<file path="src/rtl/chi_stage_pkg.sv">
// Shared definitions for the Keccak chi / round-constant slice stages.
// Holds state encoding and slice geometry.
package chi_stage_pkg;

  localparam int CHI_W          = 25;
  localparam int CHI_NUM_SLICES = 64;
  localparam int CHI_AW         = 6;

  typedef enum logic [2:0] {
    S_IDLE  = 3'd0,
    S_READ  = 3'd1,
    S_CALC  = 3'd2,
    S_WRITE = 3'd3,
    S_DONE  = 3'd4
  } chi_state_e;

endpackage

</file>
<file path="src/rtl/chi_stage_if.sv">
// Control and slice-memory bus of the chi stage.
// master: controller/memories, slave: chi_stage.
interface chi_stage_if #(
  parameter int W  = chi_stage_pkg::CHI_W,
  parameter int AW = chi_stage_pkg::CHI_AW
) ();

  logic          start;
  logic          busy;
  logic          done;
  logic          in_rd_en;
  logic [AW-1:0] in_rd_addr;
  logic [W-1:0]  in_rd_data;
  logic          out_wr_en;
  logic [AW-1:0] out_wr_addr;
  logic [W-1:0]  out_wr_data;

  modport master (
    output start,
    output in_rd_data,
    input  busy,
    input  done,
    input  in_rd_en,
    input  in_rd_addr,
    input  out_wr_en,
    input  out_wr_addr,
    input  out_wr_data
  );

  modport slave (
    input  start,
    input  in_rd_data,
    output busy,
    output done,
    output in_rd_en,
    output in_rd_addr,
    output out_wr_en,
    output out_wr_addr,
    output out_wr_data
  );

endinterface

</file>
<file path="src/rtl/chi_stage_slice_counter.sv">
// Slice index counter: clear, enable, terminal-count flag.
// Saturates at NUM-1 so the index never wraps within a run.
module slice_counter #(
  parameter int AW  = 6,
  parameter int NUM = 64
) (
  input  logic          clk,
  input  logic          rst_n,
  input  logic          i_clr,
  input  logic          i_en,
  output logic [AW-1:0] o_cnt,
  output logic          o_tc
);

  logic [AW-1:0] r_cnt;
  logic          w_tc;

  assign w_tc  = (r_cnt == AW'(NUM - 1));
  assign o_cnt = r_cnt;
  assign o_tc  = w_tc;

  always_ff @(posedge clk or negedge rst_n) begin
    if (!rst_n) begin
      r_cnt <= '0;
    end else if (i_clr) begin
      r_cnt <= '0;
    end else if (i_en && !w_tc) begin
      r_cnt <= r_cnt + 1'b1;
    end
  end

endmodule

</file>
<file path="src/rtl/chi_stage.sv">
// Keccak chi step over a slice memory, one slice per three cycles.
// Read, capture, write back chi(slice) for every slice index.
module chi_stage
  import chi_stage_pkg::*;
#(
  parameter int W          = CHI_W,
  parameter int NUM_SLICES = CHI_NUM_SLICES,
  parameter int AW         = CHI_AW
) (
  input  logic       clk,
  input  logic       rst,
  chi_stage_if.slave bus
);

  chi_state_e    r_state;
  chi_state_e    w_next;
  logic [W-1:0]  r_slice;
  logic [W-1:0]  w_chi;
  logic [AW-1:0] w_idx;
  logic          w_tc;
  logic          w_cnt_en;
  logic          w_cnt_clr;

  slice_counter #(
    .AW  (AW),
    .NUM (NUM_SLICES)
  ) u_cnt (
    .clk   (clk),
    .rst_n (rst),
    .i_clr (w_cnt_clr),
    .i_en  (w_cnt_en),
    .o_cnt (w_idx),
    .o_tc  (w_tc)
  );

  always_ff @(posedge clk or negedge rst) begin
    if (!rst) begin
      r_state <= S_IDLE;
    end else begin
      r_state <= w_next;
    end
  end

  always_comb begin
    w_next = r_state;
    unique case (r_state)
      S_IDLE:  w_next = bus.start ? S_READ : S_IDLE;
      S_READ:  w_next = S_CALC;
      S_CALC:  w_next = S_WRITE;
      S_WRITE: w_next = w_tc ? S_DONE : S_READ;
      S_DONE:  w_next = S_IDLE;
      default: w_next = S_IDLE;
    endcase
  end

  // read data is valid during CALC, one cycle after the strobe
  always_ff @(posedge clk or negedge rst) begin
    if (!rst) begin
      r_slice <= '0;
    end else if (r_state == S_CALC) begin
      r_slice <= bus.in_rd_data;
    end
  end

  // r_slice only moves on CALC->WRITE, so write data holds elsewhere
  always_comb begin
    w_chi = '0;
    for (int y = 0; y < 5; y++) begin
      for (int x = 0; x < 5; x++) begin
        w_chi[5*y+x] = r_slice[5*y+x] ^
                       (~r_slice[5*y+((x+1)%5)] &
                         r_slice[5*y+((x+2)%5)]);
      end
    end
  end

  always_comb begin
    bus.busy      = (r_state != S_IDLE);
    bus.done      = (r_state == S_DONE);
    bus.in_rd_en  = (r_state == S_READ);
    bus.out_wr_en = (r_state == S_WRITE);
    w_cnt_en      = (r_state == S_WRITE);
    w_cnt_clr     = (r_state == S_DONE);
  end

  assign bus.in_rd_addr  = w_idx;
  assign bus.out_wr_addr = w_idx;
  assign bus.out_wr_data = w_chi;

endmodule

</file>
<file path="src/flat_wrapper.sv">
// flat-port wrapper written by rule: the top's interface ports become plain ports
module chi_stage_flat import chi_stage_pkg::*;
#(
  parameter int W          = CHI_W,
  parameter int NUM_SLICES = CHI_NUM_SLICES,
  parameter int AW         = CHI_AW
)
  (clk, rst, bus_start, bus_in_rd_data, bus_busy, bus_done, bus_in_rd_en, bus_in_rd_addr, bus_out_wr_en, bus_out_wr_addr, bus_out_wr_data);
  chi_stage_if #(.W(W), .AW(AW)) bus_i ();
  input  logic clk;
  input  logic rst;
  input wire logic [$bits(bus_i.start)-1:0] bus_start;
  input wire logic [$bits(bus_i.in_rd_data)-1:0] bus_in_rd_data;
  output wire logic [$bits(bus_i.busy)-1:0] bus_busy;
  output wire logic [$bits(bus_i.done)-1:0] bus_done;
  output wire logic [$bits(bus_i.in_rd_en)-1:0] bus_in_rd_en;
  output wire logic [$bits(bus_i.in_rd_addr)-1:0] bus_in_rd_addr;
  output wire logic [$bits(bus_i.out_wr_en)-1:0] bus_out_wr_en;
  output wire logic [$bits(bus_i.out_wr_addr)-1:0] bus_out_wr_addr;
  output wire logic [$bits(bus_i.out_wr_data)-1:0] bus_out_wr_data;
  assign bus_i.start = bus_start;
  assign bus_i.in_rd_data = bus_in_rd_data;
  assign bus_busy = bus_i.busy;
  assign bus_done = bus_i.done;
  assign bus_in_rd_en = bus_i.in_rd_en;
  assign bus_in_rd_addr = bus_i.in_rd_addr;
  assign bus_out_wr_en = bus_i.out_wr_en;
  assign bus_out_wr_addr = bus_i.out_wr_addr;
  assign bus_out_wr_data = bus_i.out_wr_data;
  chi_stage #(.W(W), .NUM_SLICES(NUM_SLICES), .AW(AW)) u_core (.clk(clk), .rst(rst), .bus(bus_i));
endmodule
</file>
<file path="config.mk">
export PLATFORM = sky130hd
export DESIGN_NAME = chi_stage_flat
export DESIGN_NICKNAME = d
export VERILOG_FILES = /design/src/rtl/chi_stage_pkg.sv /design/src/rtl/chi_stage_if.sv /design/src/rtl/chi_stage_slice_counter.sv /design/src/rtl/chi_stage.sv /design/src/flat_wrapper.sv
export SDC_FILE = /design/constraint.sdc
export NUM_CORES = 1
export LEC_CHECK = 0
export ABC_AREA = 1
export ABC_CLOCK_PERIOD_IN_PS = 1300
export BUFFER_PORTS_ARGS = -buffer_cell sky130_fd_sc_hd__buf_2
export CAP_MARGIN = 20
export CORE_ASPECT_RATIO = 1.1
export CORE_MARGIN = 4
export CORE_UTILIZATION = 27
export CTS_CLUSTER_DIAMETER = 40
export CTS_CLUSTER_SIZE = 8
export DETAILED_ROUTE_END_ITERATION = 10
export GPL_TIMING_DRIVEN = 0
export PLACE_DENSITY = 0.54
export REMOVE_ABC_BUFFERS = 1
export SETUP_SLACK_MARGIN = 0.4
export SLEW_MARGIN = 20
export SYNTH_ARGS = -nofsm -noshare
export SYNTH_HDL_FRONTEND = slang
export SYNTH_SLANG_ARGS = --single-unit
export TNS_END_PERCENT = 10
</file>
<file path="constraint.sdc">
create_clock -name clk -period 1.3 [get_ports clk]
set_clock_uncertainty 0.2 [all_clocks]
set_input_delay 0.13 -clock clk [delete_from_list [all_inputs] [get_ports clk]]
set_output_delay 0.13 -clock clk [all_outputs]
set_load 0.005 [all_outputs]
</file>
# Word level (Yosys, flattened, before mapping)
# Index checks and enable logic that the tools add are counted.
# totals
in_bits	28
output_inout_bits	41
regBits	34
# classes
muxes	5
n_addsub	1
n_eq_ne	5
reduce_logical	5
bitwise_logic	75
# op_table
cell	n
$and A1 B1 Y1	25
$not A1 Y1	25
$xor A1 B1 Y1	25
$mux W6	2
$pmux W3 S4	1
$add A6 B1 Y6 const B	1
$eq A3 B2 Y1 const B	2
$eq A6 B6 Y1 const B	1
$eq A3 B1 Y1 const B	1
$eq A3 B3 Y1 const B	1
$logic_not A3 Y1	1
$mux W3	1
$reduce_bool A3 Y1	1
$reduce_bool A2 Y1	1
$logic_and A1 B1 Y1	1
$logic_not A1 Y1	1
$mux W1	1

# Longest topological paths before layout
# Gate-level depths: netlist of run 1.
# logic_depth
depth_word	5
ltp_mapped	7
depth_no_buf	7

# Modules after synthesis
# From an unflattened synthesis of run 1, not the netlist that was laid out.
# hier_totals
hier_cells	265
area_unflattened_um2	2059.5
# by_module_without_submodules
mod	cells_each	seq_area_each_um2	n_inst	area_per_inst_um2
chi_stage	212	700.7	1	1660.3
slice_counter	53	150.1	1	399.1

# Worst setup path after synthesis of run 1
# Ideal clock, no wire load.
# synth_timing
kind	flip-flop to flip-flop
from	register u_core.u_cnt.r_cnt[0] (netlist: u_core.u_cnt.o_cnt[0])
to	register u_core.u_cnt.r_cnt[3] (netlist: u_core.u_cnt.o_cnt[3])
slack_ps	-188
stages_incl_launch_ff	8
required_time_ps	982
n_path_buf	0
setup_ps	118
arrival_time_ps	1170
path_cell_list	dfrtp_1 > ha_1 > nand3_1 > nor2_4 > nor2_4 > nor2_4 > nand2_1 > nand2_1
# synth_via
elab_chain_cells	4
word_cells_on_any_way	7
# synth_rtl
element	line_no	rtl
start: declaration	chi_stage_slice_counter.sv:15	logic [AW-1:0] r_cnt;
start signal: assignment	chi_stage_slice_counter.sv:28	r_cnt <= r_cnt + 1'b1;
branches (longest 4 deep; another with $add A6 B1 Y6)	n/a	
# Several ways; the timed one is not identified. The select of a mux whose other input is x is not followed.
# A chain may end at the register's enable or synchronous reset.

# Final worst setup path of run 1
# layout_timing
from	register u_core.r_state[0]
to	output bus_busy
# layout_via
elab_chain_cells	1
# layout_rtl
element	line_no	rtl
start: declaration	chi_stage.sv:15	chi_state_e r_state;
start signal: assignment	chi_stage.sv:40	r_state <= w_next;
$reduce_bool A3 Y1	chi_stage.sv:78	bus.busy = (r_state != S_IDLE);
end: declaration	flat_wrapper.sv:14	output wire logic [$bits(bus_i.busy)-1:0] bus_busy;
# Every way passes these cells.

==> impl_metrics.toml, run 1 <==
[synth]
synth-seq-area-share_pct = 45.9
synth_ff_type = "sky130_fd_sc_hd__dfrtp_1"
synth_cell_type_count = 21
synth.cell_area_um2 = 1850
syn_inst = 223
async_flop_share_pct = 100
synth-seq-cells = 34
syn-mean-instance-area_um2 = 8.30
synth_warnings = 0
synth_edf_count = 0

[power]
irDropWorstVdd_v = 0.000411
p_total_w = 0.00233
power_dens_cells_nw_per_um2 = 917
power.static_leakage_nw = 1.32

[critical_path]
worstSetupStartpointType = "flip-flop"
worstSetupPathType = "flip-flop to output pin"
cp.required_ns = 0.97
regToRegEndpoint = "u_core.u_cnt.o_cnt[5]"
crit_fanout = 6
critical_register_to_register_path_startpoint = "u_core.u_cnt.o_cnt[1]"
worstSetupEndpointType = "output pin"
reg2regPathDepth = 7
ff2ff_setup_slack_ns = -0.11
critical_path_arrival_ns = 1.12

[place]
place.gp.congestion = 0.752
hpwl_um = 2860
preCtsSetupSlack_ns = -0.770
io_buffers = 68

[floorplan]
die-width_um = 87.0
core_area_um2 = 6630
die_height_um = 94.9
initial_core_util_pct = 27.9
dieArea_um2 = 8250
floorplan.io_pins = 69
rows = 31

[detailed_routing]
antenna_violating_nets_post_route = 0
number_of_search_and_repair_iterations_in_the_first_detailed_routing_pass = 4
drt_wl_total_um = 4550
viasPerCell = 4.32
routed_wire_length_per_instance_um = 11.9
dr_total_vias = 1649
remaining_drc_errors = 0
detail_route.iter0.violations = 54

[cts]
cts_tree = "built"
clock_tree.htree_level_count = 2
total_cts_buffers = 5
maximum_clock_insertion_buffer_count = 2
clock_tree.root_cell = "sky130_fd_sc_hd__clkbuf_8"
clkSinkCount = 34
clk_latency_ns = 0.28
clkSlewWorstSetupHoldPaths_ns = 0.07

[sta]
post-route-min-period_ns = 1.45
final.setup.worst_slack_ns = -0.147
timing_worst_slew_pin_value_ns = 0.741
finalSetupViolCount = 62
final_clock_period_utilization_by_the_worst_path_pct = 111
timing_hold_violations_final = 60
max_slew_margin_pct = 50.6
max_freq_ghz = 0.691
drv_slew = 0
grt_setup_unrepaired = "yes"
final.hold.worst_slack_ns = -0.294

[run]
cap_violations = 0

[finish]
mostFrequentLayoutCell = "sky130_fd_sc_hd__buf_2"
top_library_cells_by_usage_in_the_layout_fill_and_taps_aside = "sky130_fd_sc_hd__buf_2 (65), sky130_fd_sc_hd__nand2_1 (41), sky130_fd_sc_hd__dfrtp_1 (28)"
syn_to_final_growth_pct = 37.4
nFillCells = 696
post_route_cells_drive_above_1_share_pct = 45.2
final_nets = 327

[run_status]
result_of_the_run = "finished, violations left"
failed_checks = "negative hold slack, negative setup slack"

[global_route]
grt_first_pass_wirelength_um = 7000
first_global_vias = 1573
antenna_found_initial = 0
total_global_routing_overflow = 0
grt_start_max_net_pins = 35
track_usage_pct = 11.0

[worst_hold_path]
timing.hold.worst.class = "input pin to async pin"
==> metal layers <==
metal	routed length (µm)	part of all wire [%]	GRT usage (%)	up-vias
met4	62	1.4	4.68	0
met2	2140	47	17.9	47
met3	350	7.7	2.97	7
li1	-	-	-	838
met1	2000	44	13.5	757
met5	0	0	0	-
==> kinds of logic (layout without fill, tap and decap cells) <==
logic type      after synthesis  count (layout)  synth area share [%]
other cells                   0               1                     0
buf+inv                      45             118                  11.1
simple gates                 87              90                  21.4
compound gates               29              29                  8.11
fa+ha+maj                     1               1                 0.676
flops                        34              34                  45.9
xor+xnor                     27              27                  12.8
==> worst max-delay path by stage <==
stage / from / endpoint / slack (ns) / cells after the start
2_1_floorplan: u_core.r_state[1] / u_core.r_slice[0] / -0.38 / 3
3_3_place_gp: u_core.r_state[1] / u_core.r_slice[15] / -0.82 / 3
3_5_place_dp: u_core.r_state[1] / u_core.r_slice[16] / -0.77 / 3
4_1_cts: u_core.r_state[2] / bus_in_rd_en / -0.16 / 4
5_1_grt: u_core.r_slice[7] / bus_out_wr_data[6] / -0.22 / 4
6_report: u_core.r_state[0] / bus_busy / -0.15 / 3
==> synth_stat cells, types with 2 or more instances <==
cell type	n	area (µm²)
sky130_fd_sc_hd__a21oi_1	25	125
sky130_fd_sc_hd__buf_4	9	67.6
sky130_fd_sc_hd__nand2_1	45	169
sky130_fd_sc_hd__nor2_4	3	33.8
sky130_fd_sc_hd__inv_2	2	7.51
sky130_fd_sc_hd__dfrtp_1	34	851
sky130_fd_sc_hd__o21ai_0	2	10.0
sky130_fd_sc_hd__inv_1	31	116
sky130_fd_sc_hd__buf_2	3	15.0
sky130_fd_sc_hd__nor2_1	27	101
sky130_fd_sc_hd__xor2_1	26	228
sky130_fd_sc_hd__nand3_1	6	30.0
sky130_fd_sc_hd__nand4_1	2	12.5
==> through the flow <==
step | area, µm² | TNS [ns] | cells | hold WS, ns | utilization [%]
2_1_floorplan | 1770 | -11.08 | 211 | -0.366 | -
3_3_place_gp | 2210 | -21.99 | 361 | 0.0699 | 33.4
3_5_place_dp | 2210 | -21.32 | 361 | 0.0552 | 33.4
4_1_cts | 2440 | -7.47 | 378 | -0.250 | 36.8
5_1_grt | 2540 | -9.41 | 381 | -0.230 | 38.3
6_report | 2540 | -4.31 | 382 | -0.294 | 38.4
==> timing repair <==
action / CTS / global route
setup endpoints to repair: 75 / 75
hold endpoints to repair: 60 / 60
gates cloned: 2 / 1
pin swaps: 5 / 7
setup buffers: 7 / 2
resized for setup: 39 / 17
==> power breakdown <==
| part | internal, W | switching (W) | total [W] | leakage (nW) |
|---|---|---|---|---|
| Sequential | 0.00110 | 0.0000280 | 0.00113 | 0.400 |
| Clock | 0.000535 | 0.000366 | 0.000900 | 0.0575 |
| Combinational | 0.000149 | 0.000158 | 0.000307 | 0.860 |
| Total | 0.00178 | 0.000552 | 0.00233 | 1.32 |
==> registers in the layout, summed over array words and instances (netlist names) <==
signal,count
u_core.r_slice,25
u_core.r_state,3
u_core.u_cnt.o_cnt,6
==> area by class of cell <==
| type | count | area [µm²] | area share [%] |
|---|---|---|---|
| multi-input cells | 147 | 892 | 35.1 |
| flip-flops and latches | 34 | 858 | 33.7 |
| repair buffers | 77 | 447 | 17.6 |
| inverters | 33 | 131 | 5.16 |
| clock buffers | 8 | 110 | 4.33 |
| well taps | 82 | 103 | 4.03 |
| diodes | 1 | 2.50 | 0.0984 |
==> worst max-delay path, cell delays in order, from the launching register on <==
cell                      delay (ns)
sky130_fd_sc_hd__dfrtp_2        0.47
sky130_fd_sc_hd__inv_4          0.15
sky130_fd_sc_hd__nand3_1        0.08
sky130_fd_sc_hd__buf_2          0.13
(Power assumes the default switching activity.)
==> inputs of run 2 (changes only) <==
Settings changed: ABC_CLOCK_PERIOD_IN_PS 1300 to 1230, SETUP_SLACK_MARGIN 0.4 to default.
Clock period 1.3 ns to 1.23 ns, I/O delays scaled along.
==> run 2 against run 1 <==
Compared with the run above:
- the flow still finishes with violations (negative hold slack, negative setup slack)
- sequential share of layout area is 3.4 points lower
- wire length up 2.0%
- critical path depth up 1
- final cell count grew 7.6%
- global-route usage is 0.73 points higher
- register-to-register slack worse by 0.06 ns
- sequential power up 5%
- design area is 11% higher
- total power grew 8.5%
- clock power grew 5.8%
- critical path type unchanged
- critical endpoint is now bus_out_wr_data[7]
==> impl_metrics.toml, run 2 (synthesis gave the netlist of run 1 again) <==
[finish]
syn_to_final_growth_pct = 52.7
largest-register = "u_core.r_slice"
post_route_cells_drive_above_1_share_pct = 41.9
final_cell_count_without_fillers = 411
top_library_cells_by_usage_in_the_layout_fill_and_taps_aside = "sky130_fd_sc_hd__buf_2 (64), sky130_fd_sc_hd__nand2_1 (41), sky130_fd_sc_hd__dfrtp_1 (28)"
final_nets = 357
largest_register_ffs = 25
nFillCells = 663
antenna_cells = 0
mostFrequentLayoutCell = "sky130_fd_sc_hd__buf_2"

[detailed_routing]
viasPerCell = 4.28
antenna_violating_nets_post_route = 0
drt_wl_total_um = 4640
dr_total_vias = 1758
detail_route.iter0.violations = 43
number_of_search_and_repair_iterations_in_the_first_detailed_routing_pass = 4
routed_wire_length_per_instance_um = 11.3
remaining_drc_errors = 0

[worst_hold_path]
timing.hold.worst.class = "input pin to async pin"

[cts]
cts-hold-fix-buffers = 26
clock_tree.htree_level_count = 2
maximum_clock_insertion_buffer_count = 2
total_cts_buffers = 5
clock_tree.root_cell = "sky130_fd_sc_hd__clkbuf_8"
cts_tree = "built"
clkSlewWorstSetupHoldPaths_ns = 0.07
clk_latency_ns = 0.28
clkSinkCount = 34

[place]
hpwl_um = 2860
place.gp.congestion = 0.752
dp.cells = 361
io_buffers = 68

[sta]
max_slew_margin_pct = 50.2
final.setup.worst_slack_ns = -0.228
grt_setup_unrepaired = "yes"
finalSetupTns_ns = -9.48
post-route-min-period_ns = 1.46
drv_slew = 0
finalSetupViolCount = 67
max_freq_ghz = 0.686
final_clock_period_utilization_by_the_worst_path_pct = 119
timing_worst_slew_pin_value_ns = 0.747
final.hold.worst_slack_ns = -0.305
timing_hold_violations_final = 34

[critical_path]
critical_path_arrival_ns = 1.13
worstSetupPathType = "flip-flop to output pin"
reg2regPathDepth = 7
worstSetupEndpointType = "output pin"
crit_fanout = 3
worstSetupStartpointType = "flip-flop"
cp.required_ns = 0.91
ff2ff_setup_slack_ns = -0.17
worst_setup_endpoint = "bus_out_wr_data[7]"
regToRegEndpoint = "u_core.u_cnt.o_cnt[5]"
critical_register_to_register_path_startpoint = "u_core.u_cnt.o_cnt[0]"
startpoint = "u_core.r_slice[7]"

[floorplan]
core_area_um2 = 6630
die_height_um = 94.9
rows = 31
dieArea_um2 = 8250
floorplan.io_pins = 69
die-width_um = 87.0
initial_core_util_pct = 27.9

[global_route]
met1_track_demand_over_resource_pct = 14.2
grt_first_pass_wirelength_um = 7490
total_global_routing_overflow = 0
antenna_found_initial = 0
global_route.usage.met2_pct = 19.8
globalRouteMet3Util_pct = 2.62
first_global_vias = 1684
track_usage_pct = 11.7
grt_start_max_net_pins = 35
top_usage_layer = "met2"

[power]
p_total_w = 0.00253
power.static_leakage_nw = 1.45
power_dens_cells_nw_per_um2 = 895
irDropWorstVdd_v = 0.000440

[run]
cap_violations = 0

[run_status]
failed_checks = "negative hold slack, negative setup slack"
result_of_the_run = "finished, violations left"
[run 2: changes by cell type in the layout (fill, tap and decap cells not counted), sizes merged]
cell,before,now
buf,77,81
dlygate4sd3,0,26
inv,32,33
clkinv,1,0
diode,1,0
[run 2: through the flow]
stage	hold slack, ns	instance area (µm²)	util, %	worst slack (ns)
4_1_cts	-0.257	2760	41.6	-0.221
5_1_grt	-0.237	2830	42.6	-0.306
3_5_place_dp	0.0482	2210	33.4	-0.840
3_3_place_gp	0.0629	2210	33.4	-0.891
6_report	-0.305	2830	42.6	-0.228
2_1_floorplan	-0.373	1770	-	-0.453
[run 2: final cells by class]
| type | instances | area [µm²] | area share (%) |
|---|---|---|---|
| clock buffers | 8 | 110 | 3.89 |
| multi-input cells | 147 | 885 | 31.3 |
| flip-flops and latches | 34 | 858 | 30.4 |
| inverters | 33 | 129 | 4.56 |
| repair buffers | 107 | 743 | 26.3 |
| well taps | 82 | 103 | 3.63 |
[run 2: report_power, final]
group / switching, W / internal, W
sequential: 0.0000298 / 0.00116
combinational: 0.000179 / 0.000211
clock: 0.000387 / 0.000565
total: 0.000595 / 0.00194
[run 2: how the worst min path moves through the flow]
stage               start                     to  slack (ns)
floorplan             rst      u_core.r_slice[0]       -0.37
detailed placement    rst  u_core.u_cnt.o_cnt[1]        0.05
global route          rst  u_core.u_cnt.o_cnt[1]       -0.24
CTS                   rst  u_core.u_cnt.o_cnt[5]       -0.26
global placement      rst     u_core.r_slice[13]        0.06
finish                rst  u_core.u_cnt.o_cnt[1]       -0.31
[run 2: layer usage]
metal | routed length, µm | share of wire [%]
met1 | 2020 | 44
met2 | 2220 | 48
met3 | 334 | 7.2
met4 | 66 | 1.4
met5 | 0 | 0
[run 2: repair_timing]
action,CTS,global route
buffers inserted,10,3
pin swaps,5,4
endpoints found under the hold margin,60,34
gates resized for setup,40,12
cloned,3,0
endpoints found under the setup margin,65,75
[run 2: critical path: stages, from the launching register on]
cell and delay (ns):
sky130_fd_sc_hd__dfrtp_1 0.39, sky130_fd_sc_hd__inv_2 0.07, sky130_fd_sc_hd__buf_4 0.11, sky130_fd_sc_hd__xor2_1 0.15
sky130_fd_sc_hd__buf_2 0.14
